==> config.mk <==
export PLATFORM = sky130hd
export DESIGN_NAME = inst_fetch
export DESIGN_NICKNAME = d
export VERILOG_FILES = /design/src/rtl/inst_fetch.sv
export SDC_FILE = /design/constraint.sdc
export NUM_CORES = 1
export LEC_CHECK = 0
export BUFFER_PORTS_ARGS = -buffer_cell sky130_fd_sc_hd__buf_2
export CORE_AREA = 2 2 125 102
export CTS_CLUSTER_DIAMETER = 200
export CTS_CLUSTER_SIZE = 25
export DETAILED_ROUTE_END_ITERATION = 6
export DIE_AREA = 0 0 127 104
export PLACE_DENSITY_LB_ADDON = 0.1
export REMOVE_ABC_BUFFERS = 1
export SLEW_MARGIN = 30
export SYNTH_ARGS = -nofsm -noshare
export SYNTH_HDL_FRONTEND = slang
export SYNTH_SLANG_ARGS = --single-unit
==> constraint.sdc <==
create_clock -name clk -period 3.6 [get_ports clk]
set_input_delay 0.72 -clock clk [delete_from_list [all_inputs] [get_ports clk]]
set_output_delay 0.72 -clock clk [all_outputs]
set_load 0.01 [all_outputs]
==> src/rtl/inst_fetch.sv <==
// Instruction fetch controller: reads one word at PC over a req/ack memory
// handshake, strobes it into the instruction register, then advances the PC.
module inst_fetch #(
    parameter int                   BUS_WIDTH = 32,
    parameter logic [BUS_WIDTH-1:0] RESET_PC  = '0,
    parameter int                   TIMEOUT   = 15
) (
    input  logic                 clk,
    input  logic                 rst,
    input  logic                 fetch_start,
    input  logic                 pc_load,
    input  logic [BUS_WIDTH-1:0] pc_in,
    output logic                 mem_req,
    output logic [BUS_WIDTH-1:0] mem_addr,
    input  logic                 mem_ack,
    input  logic [BUS_WIDTH-1:0] mem_rdata,
    output logic [BUS_WIDTH-1:0] inst_out,
    output logic                 load_ir,
    output logic [BUS_WIDTH-1:0] pc,
    output logic                 busy,
    output logic                 fault
);

    typedef enum logic [1:0] {IDLE, REQ, DELIVER, FAULT} state_e;

    localparam logic [7:0] TIMEOUT_C = 8'(TIMEOUT);

    state_e               state_q, state_d;
    logic [BUS_WIDTH-1:0] pc_q, pc_d;
    logic [BUS_WIDTH-1:0] addr_q, addr_d;
    logic [BUS_WIDTH-1:0] inst_q, inst_d;
    logic                 req_q, req_d;
    logic                 load_q, load_d;
    logic                 fault_q, fault_d;
    logic [7:0]           cnt_q, cnt_d;

    logic [BUS_WIDTH-1:0] eff_addr;
    logic                 misaligned;
    logic [7:0]           cnt_inc;
    logic                 timeout_hit;

    // A same-cycle redirect supplies the fetch address directly.
    assign eff_addr    = pc_load ? pc_in : pc_q;
    assign misaligned  = |eff_addr[1:0];
    assign cnt_inc     = cnt_q + 8'd1;
    assign timeout_hit = (cnt_inc == TIMEOUT_C);

    // NOTE: sequential state uses non-blocking assignments so every register
    // samples pre-edge values regardless of statement order.
    always_ff @(posedge clk or posedge rst) begin
        if (rst) begin
            state_q <= IDLE;
            pc_q    <= RESET_PC;
            addr_q  <= RESET_PC;
            inst_q  <= '0;
            req_q   <= 1'b0;
            load_q  <= 1'b0;
            fault_q <= 1'b0;
            cnt_q   <= '0;
        end else begin
            state_q <= state_d;
            pc_q    <= pc_d;
            addr_q  <= addr_d;
            inst_q  <= inst_d;
            req_q   <= req_d;
            load_q  <= load_d;
            fault_q <= fault_d;
            cnt_q   <= cnt_d;
        end
    end

    always_comb begin
        state_d = state_q;
        case (state_q)
            IDLE, FAULT: if (fetch_start) state_d = misaligned ? FAULT : REQ;
            REQ: begin
                if (mem_ack)          state_d = DELIVER;
                else if (timeout_hit) state_d = FAULT;
            end
            DELIVER:     state_d = IDLE;
            default:     state_d = IDLE;
        endcase
    end

    // NOTE: every _d gets a hold default first, so no path through the case
    // leaves a signal unassigned and no latch is inferred.
    always_comb begin
        pc_d    = pc_q;
        addr_d  = addr_q;
        inst_d  = inst_q;
        req_d   = req_q;
        load_d  = load_q;
        fault_d = fault_q;
        cnt_d   = cnt_q;
        case (state_q)
            IDLE, FAULT: begin
                if (pc_load) pc_d = pc_in;
                if (fetch_start) begin
                    fault_d = misaligned;
                    if (!misaligned) begin
                        req_d  = 1'b1;
                        addr_d = eff_addr;
                        cnt_d  = '0;
                    end
                end
            end
            REQ: begin
                if (mem_ack) begin
                    inst_d = mem_rdata;
                    req_d  = 1'b0;
                    load_d = 1'b1;
                end else begin
                    cnt_d = cnt_inc;
                    if (timeout_hit) begin
                        req_d   = 1'b0;
                        fault_d = 1'b1;
                    end
                end
            end
            DELIVER: begin
                load_d = 1'b0;
                pc_d   = addr_q + BUS_WIDTH'(4);
            end
            default: ;
        endcase
    end

    assign mem_req  = req_q;
    assign mem_addr = addr_q;
    assign inst_out = inst_q;
    assign load_ir  = load_q;
    assign pc       = pc_q;
    assign fault    = fault_q;
    assign busy     = (state_q == REQ) || (state_q == DELIVER);

endmodule
* Yosys cells after proc, flatten, opt, wreduce, memory -nomap -nowiden *
Index checks and enable logic that the tools add are counted.

operators by class
  add/sub/neg operators = 2
  multiply operators = 0
  div/mod/pow operators = 0
  $lt $le $gt $ge = 0
  equality and inequality tests = 10
  shift-type cells = 0
  muxes and demuxes = 22
  bitwise gates (word level) = 1
  reduce and logical (&&, ||, !) cells = 14

operators by type and width
  operator               count
  $pmux 32 s2            1
  $add 32x3->32 const B  1
  $mux 32                1
  $mux 8                 3
  $pmux 8 s2             1
  $reduce_and 4->1       3
  $ne 2x2->1 const B     5
  $add 8x1->8 const B    1
  $eq 8x4->1 const B     1
  $mux 1                 8
  $mux 2                 4
  $pmux 1 s2             3
  $pmux 2 s3             1
  $reduce_and 2->1       3
  $reduce_bool 2->1      3
  $eq 2x2->1 const B     2
  $reduce_or 2->1        2
  $ne 3x3->1 const B     1
  $reduce_and 3->1       1
  $eq 2x1->1 const B     1
  $logic_not 2->1        1
  $logic_or 1x1->1       1
  $not 1->1              1

storage, ports and cells
  register bits = 109
  latch bits = 0
  RAM bits = 0
  memory bits (read-only) = 0
  output and inout port bits = 100
  memories = 0

* Depth between registers and ports, before layout *
Gate-level depths: netlist of run 1.

  depth after elaboration = 5
  mapped depth = 9
  depth with buffers taken out = 7

* Worst setup path before layout of run 1 *
No wires, ideal clock.

  path kind = input to register
  from = input port pc_load
  to = register cnt_q[5]
  setup time = 110 ps
  arrival = 1920 ps
  setup slack = 1570 ps
  stages on the path = 5
  buffers on the path = 1
  cell sequence = buf_2 and4bb_2 o311ai_1 o21ai_0 o41ai_1

on the way
  cells in the longest elaborated chain, start to end = 4

ends and longest elaborated chain
  what                        RTL line  RTL
  start, declared             11        input logic pc_load,
  $mux 32                     -
  $reduce_or 2->1             44        assign misaligned = |eff_addr[1:0];
  $ne 2x2->1 (no line)        -
  $reduce_and 4->1 (no line)  -
  end signal, assigned        68        cnt_q <= cnt_d;
  end, declared               35        logic [7:0] cnt_q, cnt_d;

Every way passes these cells.
A chain may end at the register's enable or synchronous reset.

* Worst setup path in the final report of run 1 *
  from = input port pc_load
  to = register pc_q[11], in the netlist pc[11]

on the way
  cells in the longest elaborated chain, start to end = 2

ends and longest elaborated chain
  what                  RTL line  RTL
  $mux 32               -
  $pmux 32 s2           -
  end signal, assigned  62        pc_q <= pc_d;
  end, declared         29        logic [BUS_WIDTH-1:0] pc_q, pc_d;

Every way passes these cells.

==> flow_summary.ini, run 1 <==
[run_status]
status = finished clean

[floorplanning]
coreArea_mm2 = 0.0120
die_area_mm2 = 0.0132
io_pins = 169
num_rows = 36
fp.dieH_um = 104
start_util_pct = 45.0
die_w_um = 127

[worst_setup_path]
cp_top_family = buffers and inverters
crit_fanout = 36
slowest_stage = buf_4
critPathBufInv = 2
worstPathCellList = buf_2 > buf_4 > nor2b_1 > nand2_1 > o22ai_1 > a21oi_1
critPathLaunchType = input pin
critPathMaxStageDelay_ns = 0.54
critPathCaptureType = flip-flop
required_ns = 3.79
crit_type = in2reg
crit_arrival_ns = 2.46

[finish]
final_cells = 835
area_growth_pct = 24.5
multi_input_area_mm2 = 0.00254
mostFrequentLayoutCells = buf_2, dfrtp_1, nand2_1
layout_commonest_cell = buf_2
final_area_mm2 = 0.00671
layout.nets = 752
final_util_pct = 56.0
nFillCells = 1085
drive_gt1_share_pct = 35.2
register_area_mm2 = 0.00273

[sta]
rsz0062_at_grt = false
finClkSkew_ns = 0.00749
tns_ns = 0
finalHoldViolations = 0
worst_pin_slew_ns = 0.850
max_slew_margin_pct = 43.2
report.final.slew_viol_count = 0
max_freq_mhz = 440
setup_violations = 0
fin_crit_ns = 2.27
timing.final.crit_share_pct = 63.1

[placed_design]
dp_cells = 818
place_area_mm2 = 0.00642
port_buffers = 168
gp_congestion = 0.813
dp_hpwl_um = 10000

[worst_hold_path]
hp-class = in2async

[clock_network]
htreeDepth = 3
worstSkewPairLatency_ns = 0.35
cts-buffers-inserted = 9
ctsHoldBuffers = 0
cts_sinks = 109
cts_tree = built
clock_path_buffers = 2
cts-root-buf = clkbuf_16
clkTransAtPathRegs_ns = 0.07
postCtsResizedCells = 0
postCtsSetupBuffers = 0

[detailed_routing]
antenna_left = 0
wl_per_cell_um = 17.1
routed_via_density = 5.48
drt_iter0_markers = 241
route.detailed.drc = 0
via_count = 4579
totalWireLength_um = 14300
first_pass_iters = 5

[synthesis]
synthArstFlopShare_pct = 100
synth_area_per_cell_um2 = 10.5
synthTopCellsByArea = dfrtp_1, mux2_2, mux2i_1
synth_warnings = 0
synth_ff_type = dfrtp_1
synth_top_area_share_pct = 50.6
ys_seq_area_share_pct = 50.6
syn_inst = 514
ys_types = 54
ys_seq_elements = 109
synth_top_area_cell = dfrtp_1
synth_edf_count = 0
synth_area_mm2 = 0.00539

[power]
peakVddDrop_v = 0.000505
p_per_area_mw_per_mm2 = 860
leakagePower_uw = 0.00318

[grt]
antenna_found_initial = 1
grt_pass1_wl_um = 23900
overflow = 0
grt_use_total_pct = 22.3
grt_start_max_net_pins = 84
grt_pass1_vias = 4708

[flow_run]
cap_violations = 0
==> per-stage QoR <==
stage	power, uW	worst slack, ns	hold slack [ns]
floorplan	3730	0.00605	0.458
global placement	4740	1.05	0.484
detailed placement	4820	0.966	0.490
CTS	5810	1.31	0.340
global route	6200	1.07	0.357
finish	5770	1.33	0.340
==> cell families (layout without fill, tap and decap cells) <==
family / after synthesis / in the layout / share of synthesized area [%]
flip-flops: 109 / 109 / 50.6
AND/OR/NAND/NOR: 137 / 137 / 13.4
other: 0 / 1 / 0
multiplexers: 65 / 65 / 12.9
adder cells (fa/ha/maj): 6 / 6 / 1.39
buffers and inverters: 37 / 205 / 2.62
AO/OA/AOI/OAI: 135 / 135 / 15.0
XOR/XNOR: 25 / 25 / 4.06
==> sequential cells by signal, indices dropped and copies added, names as in the netlist <==
| name | count |
|---|---|
| cnt_q | 8 |
| pc | 32 |
| inst_out | 32 |
| mem_addr | 32 |
| load_ir | 1 |
| state_q | 2 |
| mem_req | 1 |
| fault | 1 |
==> worst paths after layout <==
path / startpoint / to / slack [ns] / cells past startpoint
max: pc_load / pc[11]$_DFFE_PP0P_ / 1.33 / 6
min: rst / inst_out[18]$_DFFE_PP0P_ / 0.34 / 2
max reg2reg: cnt_q[1]$_DFFE_PP0P_ / state_q[1]$_DFFE_PP0P_ / 1.33 / 6
min reg2reg: inst_out[13]$_DFFE_PP0P_ / inst_out[13]$_DFFE_PP0P_ / 0.50 / 1
max in group asynchronous: rst / pc[10]$_DFFE_PP0P_ / 2.50 / 3
min in group clk: inst_out[13]$_DFFE_PP0P_ / inst_out[13]$_DFFE_PP0P_ / 0.50 / 1
==> synthesized netlist by cell type, drive strengths merged, types with 8 or more instances <==
library cell	instances
a22oi	11
a21oi	25
nand2	62
xor2	17
inv	11
o22ai	17
mux2i	32
nand3	20
nor2	18
clkbuf	24
dfrtp	109
mux2	33
o21ai	59
xnor2	8
==> layer usage <==
metal	vias to the layer above	GRT usage [%]	wire, um
met5	-	0	0
met4	0	5.10	130
met3	11	5.71	876
met2	138	36.0	6710
met1	2251	30.4	6570
li1	2179	-	-
==> layout make-up <==
class                   instances  share of cell area [%]
inverters                      12                   0.708
flip-flops and latches        109                    40.6
multi-input cells             368                    37.8
well taps                     152                    2.83
clock buffers                  10                    3.56
clock inverters                 6                   0.671
diodes                          1                  0.0373
repair buffers                177                    13.7
==> worst reg2reg max path: stages, from the launching register on <==
cell and delay, ns:
dfrtp_1 0.48, ha_1 0.34, and3_1 0.27, a41oi_1 0.17
a2111oi_2 0.55, o21ai_0 0.21, a21oi_1 0.18
==> power breakdown <==
group	switching, uW	leakage [uW]	internal (uW)	total (uW)
clock	471	0.000143	494	965
sequential	536	0.00133	1780	2320
combinational	1400	0.00171	1080	2490
total	2410	0.00318	3360	5770
Note: power is estimated with default switching activity, not from simulation.
==> run 2, diff against run 1 <==
CORE_AREA = 2 2 120 98   (was 2 2 125 102)
DIE_AREA = 0 0 122 100   (was 0 0 127 104)
clock period = 2.4 ns   (was 3.6 ns; I/O delays follow)
==> flow_summary.ini, run 2 (synthesis results as in run 1) <==
[grt]
grt_pass1_vias = 4405
grt_start_max_net_pins = 42
antenna_found_initial = 1
grt_pass1_wl_um = 22100
overflow = 0
grt_use_total_pct = 23.0

[worst_setup_path]
crit_arrival_ns = 2.45
required_ns = 2.63
crit_type = reg2reg
critPathLaunchType = flip-flop
crit_fanout = 8
critPathCaptureType = flip-flop

[finish]
drive_gt1_share_pct = 36.2
register_area_mm2 = 0.00273
area_growth_pct = 26.4
layout_commonest_cell = buf_2
multi_input_area_mm2 = 0.00253
layout.nets = 764
antennaDiodeCount = 0
nFillCells = 989
mostFrequentLayoutCells = buf_2, dfrtp_1, nand2_1
final_util_pct = 61.0

[sta]
setup_violations = 0
max_freq_mhz = 451
fin_crit_ns = 2.22
max_slew_margin_pct = 43.6
timing.hold.ws_ns = 0.0967
worst_pin_slew_ns = 0.833
rsz0062_at_grt = false
finClkSkew_ns = 0.00560
timing.final.crit_share_pct = 92.4
finalHoldViolations = 0
report.final.slew_viol_count = 0

[floorplanning]
start_util_pct = 48.3
num_rows = 35
fp.dieH_um = 100
die_area_mm2 = 0.0122
coreArea_mm2 = 0.0112
die_w_um = 122
io_pins = 169

[clock_network]
cts-buffers-inserted = 9
postCtsResizedCells = 0
clkTransAtPathRegs_ns = 0.07
worstSkewPairLatency_ns = 0.34
cts-root-buf = clkbuf_16
ctsHoldBuffers = 0
cts_sinks = 109
clock_path_buffers = 2
postCtsSetupBuffers = 0
cts_tree = built
htreeDepth = 3

[worst_hold_path]
hp-class = in2async

[detailed_routing]
routed_via_density = 5.48
first_pass_iters = 5
via_count = 4615
drt_iter0_markers = 366
route.detailed.drc = 0
antenna_left = 0
totalWireLength_um = 13600
wl_per_cell_um = 16.1

[power]
peakVddDrop_v = 0.000611
leakagePower_uw = 0.00324
power.share.sequential_pct = 39.4
intPower_uw = 5230
p_sw_share_pct = 40.5
p_per_area_mw_per_mm2 = 1290
combPwrFrac_pct = 43.1
p_clk_share_pct = 17.5
switchingPower_uw = 3560

[flow_run]
cap_violations = 0

[placed_design]
dp_hpwl_um = 10100
port_buffers = 168
gp_congestion = 0.843

[run_status]
status = finished clean
run 2: worst max-delay path, cell delays in order (launching register included):
cell,delay (ns)
dfrtp_1,0.38
inv_1,0.08
ha_1,0.45
inv_1,0.14
o311ai_1,0.76
o21ai_0,0.21
o41ai_1,0.10
run 2: stage by stage:
| stage | cell area (um2) | total power, uW | cells | TNS [ns] | setup WS (ns) |
|---|---|---|---|---|---|
| after floorplan | 5290 | 5600 | 489 | -123.21 | -0.954 |
| after global placement | 6500 | 7180 | 826 | 0 | 0.304 |
| after detailed placement | 6500 | 7300 | 826 | 0 | 0.185 |
| after CTS | 6810 | 8860 | 842 | 0 | 0.174 |
| after global routing | 6810 | 9450 | 842 | 0 | 0.0330 |
| final | 6810 | 8790 | 842 | 0 | 0.183 |
run 2: cell type report:
cell class | count | share of cell area, %
clock buffers | 11 | 3.71
inverters | 12 | 0.698
multi-input cells | 368 | 37.1
flip-flops and latches | 109 | 40.0
well taps | 148 | 2.72
clock inverters | 5 | 0.863
repair buffers | 189 | 14.8
run 2: per-layer routing:
layer	up-vias	part of all wire (%)	global-route usage (%)
li1	2199	-	-
met2	152	47	37.3
met5	-	0.096	0
met4	2	1.8	6.81
met3	19	7.1	5.85
met1	2243	44	30.8
run 2: path summary, 6_finish.rpt:
| path | startpoint | endpoint | slack (ns) | cells past startpoint |
|---|---|---|---|---|
| worst max-delay path | state_q[0]$_DFFE_PP0P_ | cnt_q[5]$_DFFE_PP0P_ | 0.18 | 6 |
| max in group asynchronous | rst | mem_addr[27]$_DFFE_PP0P_ | 1.61 | 3 |
| worst min register to register | inst_out[20]$_DFFE_PP0P_ | inst_out[20]$_DFFE_PP0P_ | 0.50 | 1 |
| worst max register to register | state_q[0]$_DFFE_PP0P_ | cnt_q[5]$_DFFE_PP0P_ | 0.18 | 6 |
| min in group clk | mem_rdata[0] | inst_out[0]$_DFFE_PP0P_ | 0.36 | 2 |
| worst min-delay path | rst | inst_out[28]$_DFFE_PP0P_ | 0.1 | 2 |
run 2: power by group through the flow:
stage | Combinational, uW | Sequential, uW | Clock (uW)
after floorplan | 1860 | 3740 | 0
after global placement | 3740 | 3440 | 0
after detailed placement | 3810 | 3490 | 0
after CTS | 3830 | 3460 | 1580
after global routing | 4210 | 3590 | 1650
final | 3790 | 3460 | 1540
